$ cat src/rtl/gb_ppu_pkg.sv
// rtl/gb_ppu_pkg.sv - shared PPU fetch-state type and VRAM region constants
package gb_ppu_pkg;

  typedef enum logic [2:0] {
    ST_IDLE,
    ST_MAP_A,
    ST_MAP_D,
    ST_LO_A,
    ST_LO_D,
    ST_HI_A,
    ST_HI_D,
    ST_PUSH
  } fetch_state_t;

  localparam logic [12:0] MAP0_BASE         = 13'h1800;
  localparam logic [12:0] MAP1_BASE         = 13'h1C00;
  localparam logic [12:0] TDATA_SIGNED_BASE = 13'h1000;

  function automatic logic is_access(input fetch_state_t s);
    return (s == ST_MAP_A) || (s == ST_LO_A) || (s == ST_HI_A);
  endfunction

endpackage

$ cat src/rtl/gb_bg_fetcher_if.sv
// rtl/gb_bg_fetcher_if.sv - VRAM read port and BG pixel-row stream between fetcher and its peers
interface gb_bg_fetcher_if;
  logic [12:0] vadr;
  logic        vread;
  logic [7:0]  vdata;
  logic        pix_valid;
  logic        pix_ready;
  logic [7:0]  pix_lo;
  logic [7:0]  pix_hi;

  modport master (
    output vadr, vread, pix_valid, pix_lo, pix_hi,
    input  vdata, pix_ready
  );

  modport slave (
    input  vadr, vread, pix_valid, pix_lo, pix_hi,
    output vdata, pix_ready
  );
endinterface

$ cat src/rtl/gb_bg_fetch_adr.sv
// rtl/gb_bg_fetch_adr.sv - combinational tile-map / tile-data VRAM address generator
module gb_bg_fetch_adr
  import gb_ppu_pkg::*;
(
  input  logic [7:0]  ly,
  input  logic [4:0]  scx_tile,
  input  logic [7:0]  scy,
  input  logic        map_sel,
  input  logic        tdata_sel,
  input  logic [4:0]  tile_cnt,
  input  logic [7:0]  tnum,
  input  logic        is_map,
  input  logic        plane,
  output logic [12:0] addr
);

  logic [7:0] y;
  logic [4:0] col;

  always_comb begin
    y   = ly + scy;
    col = scx_tile + tile_cnt;
    if (is_map) begin
      addr = (map_sel ? MAP1_BASE : MAP0_BASE) | {3'b000, y[7:3], col};
    end else begin
      // signed mode: tiles 0x00..0x7F live above 0x1000, 0x80..0xFF share the 0x0800 block
      addr = ((~tdata_sel & ~tnum[7]) ? TDATA_SIGNED_BASE : 13'h0000) |
             {1'b0, tnum, y[2:0], plane};
    end
  end

endmodule

$ cat src/rtl/gb_bg_fetcher.sv
// rtl/gb_bg_fetcher.sv - per-scanline background tile fetcher feeding the BG pixel FIFO
module gb_bg_fetcher
  import gb_ppu_pkg::*;
#(
  parameter int TILES_PER_LINE = 21
) (
  input  logic               clk,
  input  logic               reset,
  input  logic               start,
  input  logic [7:0]         ly,
  input  logic [7:0]         scx,
  input  logic [7:0]         scy,
  input  logic               bg_map_sel,
  input  logic               tile_data_sel,
  output logic               busy,
  output logic               done,
  gb_bg_fetcher_if.master    bus
);

  localparam logic [4:0] LAST_TILE = 5'(TILES_PER_LINE - 1);

  fetch_state_t state, state_n;

  logic [7:0]  l_ly, l_ly_n, l_scy, l_scy_n;
  logic [4:0]  l_scx, l_scx_n;
  logic        l_map, l_map_n, l_tds, l_tds_n;
  logic [4:0]  cnt, cnt_n;
  logic [7:0]  tnum, lo, tnum_adr;
  logic        done_n;
  logic [12:0] adr;
  logic        scx_fine_unused;

  assign scx_fine_unused = ^scx[2:0];

  always_comb begin
    state_n = state;
    cnt_n   = cnt;
    l_ly_n  = l_ly;
    l_scy_n = l_scy;
    l_scx_n = l_scx;
    l_map_n = l_map;
    l_tds_n = l_tds;
    done_n  = 1'b0;
    case (state)
      ST_IDLE:  state_n = ST_IDLE;
      ST_MAP_A: state_n = ST_MAP_D;
      ST_MAP_D: state_n = ST_LO_A;
      ST_LO_A:  state_n = ST_LO_D;
      ST_LO_D:  state_n = ST_HI_A;
      ST_HI_A:  state_n = ST_HI_D;
      ST_HI_D:  state_n = ST_PUSH;
      ST_PUSH: begin
        if (bus.pix_ready) begin
          if (cnt == LAST_TILE) begin
            state_n = ST_IDLE;
            done_n  = 1'b1;
          end else begin
            state_n = ST_MAP_A;
            cnt_n   = cnt + 5'd1;
          end
        end
      end
      default: state_n = ST_IDLE;
    endcase
    // a new start always restarts the line, even over an accepting PUSH
    if (start) begin
      state_n = ST_MAP_A;
      cnt_n   = 5'd0;
      l_ly_n  = ly;
      l_scy_n = scy;
      l_scx_n = scx[7:3];
      l_map_n = bg_map_sel;
      l_tds_n = tile_data_sel;
      done_n  = 1'b0;
    end
    tnum_adr = (state == ST_MAP_D) ? bus.vdata : tnum;
  end

  // address is computed for the state being entered so vadr is registered with vread
  gb_bg_fetch_adr u_adr (
    .ly       (l_ly_n),
    .scx_tile (l_scx_n),
    .scy      (l_scy_n),
    .map_sel  (l_map_n),
    .tdata_sel(l_tds_n),
    .tile_cnt (cnt_n),
    .tnum     (tnum_adr),
    .is_map   (state_n == ST_MAP_A),
    .plane    (state_n == ST_HI_A),
    .addr     (adr)
  );

  always_ff @(posedge clk or posedge reset) begin
    if (reset) begin
      state         <= ST_IDLE;
      cnt           <= 5'd0;
      l_ly          <= 8'd0;
      l_scy         <= 8'd0;
      l_scx         <= 5'd0;
      l_map         <= 1'b0;
      l_tds         <= 1'b0;
      tnum          <= 8'd0;
      lo            <= 8'd0;
      bus.vadr      <= 13'd0;
      bus.vread     <= 1'b0;
      bus.pix_valid <= 1'b0;
      bus.pix_lo    <= 8'd0;
      bus.pix_hi    <= 8'd0;
      busy          <= 1'b0;
      done          <= 1'b0;
    end else begin
      state         <= state_n;
      cnt           <= cnt_n;
      l_ly          <= l_ly_n;
      l_scy         <= l_scy_n;
      l_scx         <= l_scx_n;
      l_map         <= l_map_n;
      l_tds         <= l_tds_n;
      bus.vread     <= is_access(state_n);
      bus.pix_valid <= (state_n == ST_PUSH);
      busy          <= (state_n != ST_IDLE);
      done          <= done_n;
      if (is_access(state_n)) bus.vadr <= adr;
      if (state == ST_MAP_D) tnum <= bus.vdata;
      if (state == ST_LO_D) lo <= bus.vdata;
      if (state == ST_HI_D && state_n == ST_PUSH) begin
        bus.pix_lo <= lo;
        bus.pix_hi <= bus.vdata;
      end
    end
  end

endmodule
$ cat src/flat_wrapper.sv
// flat-port wrapper written by rule: the top's interface ports become plain ports
module gb_bg_fetcher_flat import gb_ppu_pkg::*;
#(
  parameter int TILES_PER_LINE = 21
)
  (clk, reset, start, ly, scx, scy, bg_map_sel, tile_data_sel, busy, done, bus_vadr, bus_vread, bus_pix_valid, bus_pix_lo, bus_pix_hi, bus_vdata, bus_pix_ready);
  gb_bg_fetcher_if bus_i ();
  input  logic clk;
  input  logic reset;
  input  logic start;
  input  logic [7:0] ly;
  input  logic [7:0] scx;
  input  logic [7:0] scy;
  input  logic bg_map_sel;
  input  logic tile_data_sel;
  output logic busy;
  output logic done;
  output wire logic [$bits(bus_i.vadr)-1:0] bus_vadr;
  output wire logic [$bits(bus_i.vread)-1:0] bus_vread;
  output wire logic [$bits(bus_i.pix_valid)-1:0] bus_pix_valid;
  output wire logic [$bits(bus_i.pix_lo)-1:0] bus_pix_lo;
  output wire logic [$bits(bus_i.pix_hi)-1:0] bus_pix_hi;
  input wire logic [$bits(bus_i.vdata)-1:0] bus_vdata;
  input wire logic [$bits(bus_i.pix_ready)-1:0] bus_pix_ready;
  assign bus_vadr = bus_i.vadr;
  assign bus_vread = bus_i.vread;
  assign bus_pix_valid = bus_i.pix_valid;
  assign bus_pix_lo = bus_i.pix_lo;
  assign bus_pix_hi = bus_i.pix_hi;
  assign bus_i.vdata = bus_vdata;
  assign bus_i.pix_ready = bus_pix_ready;
  gb_bg_fetcher #(.TILES_PER_LINE(TILES_PER_LINE)) u_core (.clk(clk), .reset(reset), .start(start), .ly(ly), .scx(scx), .scy(scy), .bg_map_sel(bg_map_sel), .tile_data_sel(tile_data_sel), .busy(busy), .done(done), .bus(bus_i));
endmodule
$ cat config.mk
export PLATFORM = sky130hd
export DESIGN_NAME = gb_bg_fetcher_flat
export DESIGN_NICKNAME = d
export VERILOG_FILES = /design/src/rtl/gb_ppu_pkg.sv /design/src/rtl/gb_bg_fetcher_if.sv /design/src/rtl/gb_bg_fetch_adr.sv /design/src/rtl/gb_bg_fetcher.sv /design/src/flat_wrapper.sv
export SDC_FILE = /design/constraint.sdc
export NUM_CORES = 1
export LEC_CHECK = 0
export ABC_AREA = 1
export CORE_AREA = 2 2 88 90
export CTS_CLUSTER_DIAMETER = 80
export DETAILED_ROUTE_END_ITERATION = 10
export DIE_AREA = 0 0 90 92
export PLACE_DENSITY = 0.83
export SYNTH_ARGS = -nofsm -noshare
export SYNTH_HDL_FRONTEND = slang
export SYNTH_SLANG_ARGS = --single-unit
$ cat constraint.sdc
create_clock -name clk -period 5.3 [get_ports clk]
set_clock_uncertainty 0.15 [all_clocks]
set_input_delay 1.06 -clock clk [delete_from_list [all_inputs] [get_ports clk]]
set_output_delay 1.06 -clock clk [all_outputs]
set_load 0.1 [all_outputs]
-- Yosys cells after proc, flatten, opt, wreduce, memory -nomap -nowiden
Index checks and enable logic that the tools add are counted.
- eq/ne operators: 12
- add/sub/neg operators: 3
- mux-type cells: 21
- reduce and logical (&&, ||, !) cells: 5
- bitwise operators: 5
- operator list (cell ; number):
    $mux W13 ; 2
    $mux W5 ; 5
    $mux W8 ; 3
    $pmux W3 S8 ; 1
    $eq A3 B3 Y1 const B ; 6
    $or A13 B10 Y13 ; 1
    $or A13 B12 Y13 ; 1
    $mux W11 ; 1
    $eq A3 B2 Y1 const B ; 3
    $add A8 B8 Y8 ; 1
    $mux W1 ; 7
    $eq A3 B1 Y1 const B ; 2
    $mux W3 ; 2
    $add A5 B1 Y5 const B ; 1
    $add A5 B5 Y5 ; 1
    $eq A5 B5 Y1 const B ; 1
    $logic_not A3 Y1 ; 1
    $reduce_bool A3 Y1 ; 1
    $logic_or A1 B1 Y1 ; 2
    $not A1 Y1 ; 2
    $and A1 B1 Y1 ; 1
    $logic_and A1 B1 Y1 ; 1
- input port bits: 38
- register bits: 80

-- Longest topological paths before layout
Gate-level depths: netlist (run 1).
- word-level depth: 8
- gate-level depth with buffers: 21
- mapped depth without buffers: 21

-- By module
From an unflattened synthesis (run 1), not the netlist that was laid out.
- cell total of the unflattened synthesis: 478
- area, all modules: 3910.0 um^2
- modules (own cells, without submodules) (module ; times used ; cells an instance ; area each (um^2)):
    gb_bg_fetcher ; 1 ; 363 ; 3269.4
    gb_bg_fetch_adr ; 1 ; 115 ; 640.6

-- Worst setup path after synthesis (run 1)
Ideal clock, no wire load.
- path kind: input -> register
- start point: input port start
- end point: register u_core.bus.vadr[4]
- library setup time: 0.120 ns
- path buffers: 3
- arrival time: 3.140 ns
- setup slack: 1.890 ns
- cell stages on the path: 18
- cell sequence: inv_1 > buf_2 > clkbuf_1 > clkbuf_1 > nand2_1 > nand2_1 > ha_1 > inv_1 > fa_1 > nand3b_1 > nand2_1 > nand2_1 > nand2_1 > nand2_1 > nand2_1 > nand2_1 > nand2_1 > nand2_1
- longest elaborated chain between the ends: 4
- elaborated cells between the ends (all ways): 11
- those cells by class: 1 x add/sub; 3 x eq/ne; 4 x mux; 1 x bitwise; 2 x reduce/logical
- RTL lines (item ; line ; RTL):
    start: declaration ; flat_wrapper.sv:10 ; input logic start;
    $mux W5 ; gb_bg_fetcher.sv:66 ; if (start) begin
    named net u_core.l_scx_n[0] ; gb_bg_fetcher.sv:25 ; logic [4:0] l_scx, l_scx_n;
    $add A5 B5 Y5 ; gb_bg_fetch_adr.sv:22 ; col = scx_tile + tile_cnt;
    $or A13 B10 Y13 ; gb_bg_fetch_adr.sv:24 ; addr = (map_sel ? MAP1_BASE : MAP0_BASE) | {3'b000, y[7:3], col};
    $mux W13 ; gb_bg_fetch_adr.sv:23 ; if (is_map) begin
    end signal: assignment ; gb_bg_fetcher.sv:123 ; if (is_access(state_n)) bus.vadr <= adr;
    end: declaration ; gb_bg_fetcher_if.sv:12 ; output vadr, vread, pix_valid, pix_lo, pix_hi,
The timed path passes the listed nets, and every way through them passes these cells.
A chain may end at the register's enable or synchronous reset.

-- Worst setup path after layout (run 1)
- start point: input port bus_pix_ready
- end point: register u_core.bus.vadr[4]
- longest elaborated chain between the ends: 6
- elaborated cells between the ends (all ways): 14
- those cells by class: 1 x add/sub; 3 x eq/ne; 7 x mux; 1 x bitwise; 2 x reduce/logical
- RTL lines (item ; line ; RTL):
    start: declaration ; flat_wrapper.sv:24 ; input wire logic [$bits(bus_i.pix_ready)-1:0] bus_pix_ready;
    $mux W5 ; gb_bg_fetcher.sv:53 ; if (bus.pix_ready) begin
    $mux W5 ; gb_bg_fetcher.sv:44 ; case (state)
    $mux W5 ; gb_bg_fetcher.sv:66 ;
    named net u_core.cnt_n[1] ; gb_bg_fetcher.sv:27 ; logic [4:0] cnt, cnt_n;
    $add A5 B5 Y5 ; gb_bg_fetch_adr.sv:22 ;
    $or A13 B10 Y13 ; gb_bg_fetch_adr.sv:24 ;
    $mux W13 ; gb_bg_fetch_adr.sv:23 ;
The timed path passes the listed nets, and every way through them passes these cells.

==> results.py, run 1 <==
metrics = {
    "status": {
        "outcome": "completed",
    },
    "pwr": {
        "max-vdd-ir-drop_uv": 322,
        "p_int_mw": 1.18,
        "power.share.clock_pct": 18.9,
        "static_leakage_nw": 2.50,
        "total_switching_power_mw": 1.03,
        "share_comb_of_total_power_pct": 44.2,
        "seqPwrFrac_pct": 36.9,
        "netSwitchingFraction_pct": 46.7,
        "power.density_nw_per_um2": 447,
        "p_total_mw": 2.20,
    },
    "critical_path": {
        "setup.reg_to_reg.worst_slack_ns": 2.40,
        "worstSetupStartpoint": "bus_pix_ready",
        "regToRegEndpoint": "u_core.bus.vadr[4]$_DFFE_PP0P_",
        "critical_path_class": "in2reg",
        "worstReg2RegStart": "u_core.state[0]$_DFF_PP0_",
        "critical_path.max_fanout": 4,
        "cpPeakStageDelay_ns": 0.54,
        "path_common_cell": "sky130_fd_sc_hd__nand2_1",
        "crit_path_top_delay_cell": "sky130_fd_sc_hd__clkdlybuf4s50_1",
        "crit_chain": "clkdlybuf4s50_1, inv_1, nor2_2, nand2_1, inv_1, nor2_1, nor3_1, inv_1, fa_1, nand3b_1, nand2_1, nand2_1, nand2_1, nand2_1, nand2_1, nand2_1, nand2_1, nand2_1",
        "critPathCapture": "u_core.bus.vadr[4]$_DFFE_PP0P_",
        "endpoint_kind": "register",
        "worst_setup_path_start_kind": "primary input",
        "timing.reg2reg.worst_path_depth": 17,
        "arrival_ns": 3.75,
        "worstPathRequired_ns": 5.41,
    },
    "routing": {
        "vias": 3225,
        "first_iter_violations": 180,
        "drt_first_pass_iters": 4,
        "average_wire_length_per_cell_after_detail_routing_um": 12.6,
        "drt.antenna.violating_nets": 0,
        "finalWirelength_um": 8230,
        "drt-vias-per-instance": 4.95,
        "post-route-drc-count": 0,
    },
    "layout": {
        "finalCoreUtilization_pct": 66.3,
        "antenna-diode-count": 0,
        "fillCellCount": 616,
        "syn_to_final_growth_pct": 22.1,
        "drive_above_1_share_pct": 14.0,
        "layout.nets": 597,
    },
    "sta": {
        "layout_setup_ws_ns": 1.66,
        "timing_max_transition_violations_final": 0,
        "hold_violations": 0,
        "slew_headroom_pct": 34.2,
        "fmaxAchievable_ghz": 0.275,
        "period_needed_ns": 3.64,
        "fin_tns_setup_ns": 0,
        "min_period_over_period_pct": 68.7,
        "worst_hold_slack_ns": 0.333,
        "unrepaired_setup_endpoints_after_global_routing": "no",
        "tightestPinTransition_ns": 0.986,
        "final-setup-viol-count": 0,
    },
    "clock_tree": {
        "cts.reportedPaths.clkPinSlew_ns": 0.09,
        "worst_skew_pair.late_latency_ns": 0.36,
        "cts_inserted_buffers": 9,
        "cts_repair_resize_count": 0,
        "max-clock-path-buffers": 2,
        "hold_fix_buffer_count_after_cts": 0,
        "cts_setup_buffers": 0,
        "cts.root.buffer_cell": "sky130_fd_sc_hd__clkbuf_8",
        "clock_tree.htree_level_count": 3,
        "clock-sinks": 80,
        "cts_tree": "built",
    },
    "placement": {
        "last_weighted_congestion_value_of_the_routability_driven_placer": 0.828,
        "portBuffers": 67,
        "place_ws_ns": 1.29,
        "dpl.hpwl_um": 6120,
    },
    "synth": {
        "synth_largest_area_cell": "sky130_fd_sc_hd__dfrtp_1",
        "synth_top_cell_area_share_pct": 49.5,
        "portion_of_the_post_synthesis_area_used_by_sequential_elements_pct": 49.5,
        "post_synth_num_cell_types": 32,
        "yosysMostFrequentCell": "sky130_fd_sc_hd__nand2_1",
        "syn_inst": 478,
        "mappedNetlistArea_um2": 4040,
        "ys_dominant_reg_cell": "sky130_fd_sc_hd__dfrtp_1",
        "synth_edf_count": 0,
        "synthesis.nets": 531,
        "synth_commonest_cells": "sky130_fd_sc_hd__nand2_1, sky130_fd_sc_hd__dfrtp_1, sky130_fd_sc_hd__inv_1, sky130_fd_sc_hd__o21ai_0, sky130_fd_sc_hd__nand3_1",
        "synth_seq_cells": 80,
        "synthesis.yosys.warnings": 0,
        "ranking_of_synthesized_cells_by_area": "sky130_fd_sc_hd__dfrtp_1, sky130_fd_sc_hd__nand2_1, sky130_fd_sc_hd__inv_1",
        "per_instance_average_area_after_synthesis_um2": 8.46,
        "synthArstFlopShare_pct": 100,
    },
    "floorplanning": {
        "floorplan.die.width_um": 90,
        "design.die.area_um2": 8280,
        "fp.dieH_um": 92,
        "rows": 32,
        "initial_utilization_pct": 54.3,
        "placeableCoreArea_um2": 7450,
        "design.portCount": 71,
    },
    "grt": {
        "grt_antenna_before_repair": 0,
        "largest_net_degree_at_the_start_of_global_routing": 51,
        "grt_pass1_vias": 3171,
        "overflow_left_after_global_routing": 0,
        "grt_usage_pct": 20.9,
        "grt_pass1_wl_um": 13900,
    },
    "min_path": {
        "min-delay-path-class": "reg2reg",
    },
    "run": {
        "max_cap_viol_count": 0,
    },
}
[cell usage in the layout (no fill, tap or decap), drive strengths merged, types with 3 or more instances in the layout]
cell	synthesis	layout
ha	13	13
or2	10	10
inv	68	72
nor2	14	14
dfrtp	80	80
clkdlybuf4s50	0	67
nand3	29	29
o21ai	48	48
a21oi	10	10
buf	11	3
nand2	172	172
clkbuf	4	9
nand4	4	4
clkinv	1	3
xnor2	3	3
xor2	3	3
[sequential cells by signal, indices dropped and copies added, names as in the netlist, 3 cells and up]
name / cells
u_core.l_ly: 8
u_core.bus.pix_lo: 8
u_core.bus.vadr: 13
u_core.lo: 8
u_core.state: 3
u_core.l_scy: 8
u_core.bus.pix_hi: 8
u_core.cnt: 5
u_core.l_scx: 5
u_core.tnum: 8
[how the worst min path moves through the flow]
stage | cells past startpoint | to | start
finish | 2 | u_core.l_scy[4]$_DFF_PP0_ | u_core.l_scy[4]$_DFF_PP0_
global route | 2 | u_core.bus.pix_hi[0]$_DFFE_PP0P_ | u_core.bus.pix_hi[0]$_DFFE_PP0P_
CTS | 2 | u_core.l_scy[4]$_DFF_PP0_ | u_core.l_scy[4]$_DFF_PP0_
detailed placement | 2 | u_core.l_scy[6]$_DFF_PP0_ | u_core.l_scy[6]$_DFF_PP0_
global placement | 2 | u_core.l_ly[5]$_DFF_PP0_ | u_core.l_ly[5]$_DFF_PP0_
floorplan | 2 | u_core.l_ly[0]$_DFF_PP0_ | u_core.l_ly[0]$_DFF_PP0_
[metal layers]
layer | up-vias | GRT usage [%] | part of all wire, %
met3 | 13 | 4.03 | 3.3
met4 | 0 | 9.10 | 2.1
met5 | - | 0 | 0
met1 | 1522 | 24.9 | 43
met2 | 70 | 37.0 | 51
li1 | 1620 | - | -
[power by group through the flow]
| stage | logic [mW] | registers (mW) | clock network [mW] |
|---|---|---|---|
| floorplan | 0.302 | 1.27 | 0 |
| global placement | 0.955 | 0.821 | 0 |
| detailed placement | 0.972 | 0.827 | 0 |
| CTS | 0.977 | 0.815 | 0.419 |
| global route | 1.04 | 0.829 | 0.452 |
| finish | 0.974 | 0.814 | 0.417 |
[logic make-up (layout without fill, tap and decap cells)]
kind of cell    Yosys count  in the layout  share of synthesized area (%)
flops                    80             80                           49.5
xor+xnor                  6              6                           1.30
simple gates            232            232                           25.9
fa+ha+maj                15             15                           5.01
compound gates           61             61                           9.31
buf+inv                  84            155                           9.00
[stage by stage]
step	cells	area, um^2
after detailed placement	635	4760
after CTS	651	4940
final	651	4940
after global placement	635	4760
after floorplan	478	4040
after global routing	651	4940
[area by class of cell]
type | count | area [um^2] | area share, %
Inverter | 69 | 259 | 5.25
Timing Repair Buffer | 70 | 693 | 14.0
Sequential cell | 80 | 2000 | 40.6
Clock inverter | 7 | 52.6 | 1.06
Tap cell | 102 | 128 | 2.59
Clock buffer | 9 | 124 | 2.51
Multi-Input combinational cell | 314 | 1680 | 34.0
[critical path, delay by kind of cell]
family                   cells  cell delay (ns)
adder cells (fa/ha/maj)      1             0.47
buffers and inverters        4             0.86
AND/OR/NAND/NOR             13             1.35
Note: power is estimated with default switching activity, not from simulation.
==> run 2, diff against run 1 <==
--- a/config.mk
+++ b/config.mk
@@ -6,11 +6,11 @@
 export NUM_CORES = 1
 export LEC_CHECK = 0
 export ABC_AREA = 1
-export CORE_AREA = 2 2 88 90
+export CORE_AREA = 2 2 95 97
 export CTS_CLUSTER_DIAMETER = 80
 export DETAILED_ROUTE_END_ITERATION = 10
-export DIE_AREA = 0 0 90 92
-export PLACE_DENSITY = 0.83
+export DIE_AREA = 0 0 97 99
+export PLACE_DENSITY = 0.76
 export SYNTH_ARGS = -nofsm -noshare
 export SYNTH_HDL_FRONTEND = slang
 export SYNTH_SLANG_ARGS = --single-unit
==> constraint.sdc (replaced) <==
create_clock -name clk -period 3 [get_ports clk]
set_clock_uncertainty 0.15 [all_clocks]
set_input_delay 0.6 -clock clk [delete_from_list [all_inputs] [get_ports clk]]
set_output_delay 0.6 -clock clk [all_outputs]
set_load 0.1 [all_outputs]
==> results.py, run 2 (synthesis gave the netlist of run 1 again) <==
metrics = {
    "status": {
        "outcome": "completed",
    },
    "sta": {
        "tightestPinTransition_ns": 0.459,
        "layout_setup_ws_ns": 0.166,
        "min_period_over_period_pct": 94.5,
        "period_needed_ns": 2.83,
        "timing_max_transition_violations_final": 0,
        "final-setup-viol-count": 0,
        "slew_headroom_pct": 69.3,
        "hold_violations": 0,
        "fmaxAchievable_ghz": 0.353,
        "fin_tns_setup_ns": 0,
    },
    "floorplanning": {
        "design.die.area_um2": 9600,
        "fp.dieH_um": 99,
        "initial_utilization_pct": 47.3,
        "floorplan.die.width_um": 97,
        "placeableCoreArea_um2": 8550,
        "design.portCount": 71,
        "rows": 34,
    },
    "layout": {
        "area.sequential_um2": 2000,
        "max_flop_register": "u_core.bus.vadr",
        "layout.nets": 614,
        "fillCellCount": 729,
        "largest_register_ff_count": 13,
        "multi_input_area_um2": 1690,
        "layout_common_cells": "sky130_fd_sc_hd__nand2_1, sky130_fd_sc_hd__dfrtp_1, sky130_fd_sc_hd__inv_1, sky130_fd_sc_hd__buf_4, sky130_fd_sc_hd__clkdlybuf4s50_1",
        "drive_above_1_share_pct": 23.7,
        "antenna-diode-count": 0,
        "final_common_cell": "sky130_fd_sc_hd__nand2_1",
        "syn_to_final_growth_pct": 25.4,
        "stdcell_count": 674,
    },
    "clock_tree": {
        "hold_fix_buffer_count_after_cts": 0,
        "cts_tree": "built",
        "worst_skew_pair.late_latency_ns": 0.35,
        "cts_inserted_buffers": 9,
        "cts.root.buffer_cell": "sky130_fd_sc_hd__clkbuf_8",
        "cts.reportedPaths.clkPinSlew_ns": 0.09,
        "max-clock-path-buffers": 2,
        "clock-sinks": 80,
        "clock_tree.htree_level_count": 3,
    },
    "routing": {
        "post-route-drc-count": 0,
        "drt-vias-per-instance": 4.84,
        "finalWirelength_um": 8420,
        "vias": 3261,
        "average_wire_length_per_cell_after_detail_routing_um": 12.5,
        "first_iter_violations": 121,
        "drt_first_pass_iters": 4,
        "drt.antenna.violating_nets": 0,
    },
    "critical_path": {
        "crit_path_top_delay_cell": "sky130_fd_sc_hd__clkdlybuf4s50_1",
        "endpoint_kind": "register",
        "worstPathRequired_ns": 3.11,
        "path_common_cell": "sky130_fd_sc_hd__nand2_1",
        "critical_path.n_buffers_inverters": 4,
        "worst_setup_path_start_kind": "primary input",
        "critical_path.max_fanout": 22,
        "arrival_ns": 2.94,
        "cpPeakStageDelay_ns": 0.46,
        "timing.critical_path.max_delay_family": "buffers and inverters",
        "critical_path_class": "in2reg",
        "crit_chain": "clkdlybuf4s50_1, inv_1, buf_12, o21ai_0, a21oi_2, ha_2, inv_1, fa_1, nand3b_1, nand2_1, nand2_1, nand2_1, nand2_1, nand2_1, nand2_1, nand2_1, nand2_1",
    },
    "placement": {
        "dpl.hpwl_um": 6120,
        "place_ws_ns": -0.369,
        "last_weighted_congestion_value_of_the_routability_driven_placer": 0.899,
        "portBuffers": 67,
        "post-place-cells": 654,
    },
    "min_path": {
        "min-delay-path-class": "reg2reg",
    },
    "pwr": {
        "power.density_nw_per_um2": 781,
        "seqPwrFrac_pct": 36.6,
        "netSwitchingFraction_pct": 45.9,
        "static_leakage_nw": 2.65,
        "power.share.clock_pct": 20.7,
        "total_switching_power_mw": 1.82,
        "max-vdd-ir-drop_uv": 391,
        "p_int_mw": 2.14,
        "share_comb_of_total_power_pct": 42.7,
    },
    "grt": {
        "overflow_left_after_global_routing": 0,
        "largest_net_degree_at_the_start_of_global_routing": 81,
        "grt_usage_pct": 18.7,
        "grt_pass1_wl_um": 14500,
        "grt_pass1_vias": 3223,
        "grt_antenna_before_repair": 0,
    },
    "run": {
        "max_cap_viol_count": 0,
    },
}
-- run 2: routing by layer --
| metal | global-route usage [%] | wire length [um] | vias up |
|---|---|---|---|
| li1 | - | - | 1650 |
| met1 | 23.9 | 3860 | 1508 |
| met2 | 30.5 | 4010 | 89 |
| met3 | 4.82 | 395 | 14 |
| met4 | 7.80 | 149 | 0 |
| met5 | 0 | 0 | - |
-- run 2: power groups by stage --
stage	registers, mW	clock network (mW)	logic (mW)
floorplan	2.24	0	0.533
global placement	1.46	0	1.67
detailed placement	1.47	0	1.70
CTS	1.45	0.840	1.70
global route	1.48	0.899	1.81
finish	1.45	0.821	1.69
-- run 2: final timing paths --
path	startpoint	to	slack [ns]	depth (start not counted)
setup / recovery	start	u_core.bus.vadr[4]$_DFFE_PP0P_	0.17	17
hold / removal	u_core.l_scy[4]$_DFF_PP0_	u_core.l_scy[4]$_DFF_PP0_	0.34	2
setup reg to reg	u_core.cnt[1]$_DFF_PP0_	u_core.bus.vadr[4]$_DFFE_PP0P_	0.25	21
hold reg to reg	u_core.l_scy[4]$_DFF_PP0_	u_core.l_scy[4]$_DFF_PP0_	0.34	2
max in group asynchronous	reset	u_core.cnt[0]$_DFF_PP0_	1.86	3
min in group asynchronous	reset	u_core.bus.pix_valid$_DFF_PP0_	0.51	3
-- run 2: area by class of cell --
class	instances	area share [%]
multi-input cells	314	33.4
inverters	69	5.11
clock inverters	7	1.53
clock buffers	9	2.44
well taps	108	2.67
flip-flops and latches	80	39.5
repair buffers	87	15.4
-- run 2: worst reg2reg max path, stage by stage (launching register included) --
cell and delay, ns:
sky130_fd_sc_hd__dfrtp_1 0.40, sky130_fd_sc_hd__inv_1 0.06, sky130_fd_sc_hd__ha_1 0.17, sky130_fd_sc_hd__nand2_1 0.06, sky130_fd_sc_hd__inv_1 0.05, sky130_fd_sc_hd__nand2_1 0.07, sky130_fd_sc_hd__nand2_2 0.07, sky130_fd_sc_hd__inv_2 0.07
sky130_fd_sc_hd__o21ai_0 0.09, sky130_fd_sc_hd__a21oi_2 0.16, sky130_fd_sc_hd__ha_2 0.21, sky130_fd_sc_hd__inv_1 0.05, sky130_fd_sc_hd__fa_1 0.38, sky130_fd_sc_hd__nand3b_1 0.20, sky130_fd_sc_hd__nand2_1 0.09, sky130_fd_sc_hd__nand2_1 0.07
sky130_fd_sc_hd__nand2_1 0.06, sky130_fd_sc_hd__nand2_1 0.05, sky130_fd_sc_hd__nand2_1 0.06, sky130_fd_sc_hd__nand2_1 0.05, sky130_fd_sc_hd__nand2_1 0.06, sky130_fd_sc_hd__nand2_1 0.04
-- run 2: timing repair --
action / in CTS / in global routing
endpoints found under the setup margin: 0 / 2
gates resized for setup: 0 / 8
setup buffers: 0 / 4
-- run 2: per-stage QoR --
step	utilization (%)	hold WS, ns	instance area, um^2	power (mW)
2_1_floorplan	-	0.292	4040	2.77
3_5_place_dp	56.4	0.313	4820	3.17
6_report	59.3	0.336	5070	3.96
3_3_place_gp	56.4	0.308	4820	3.13
5_1_grt	59.3	0.351	5070	4.18
4_1_cts	58.7	0.337	5020	3.99
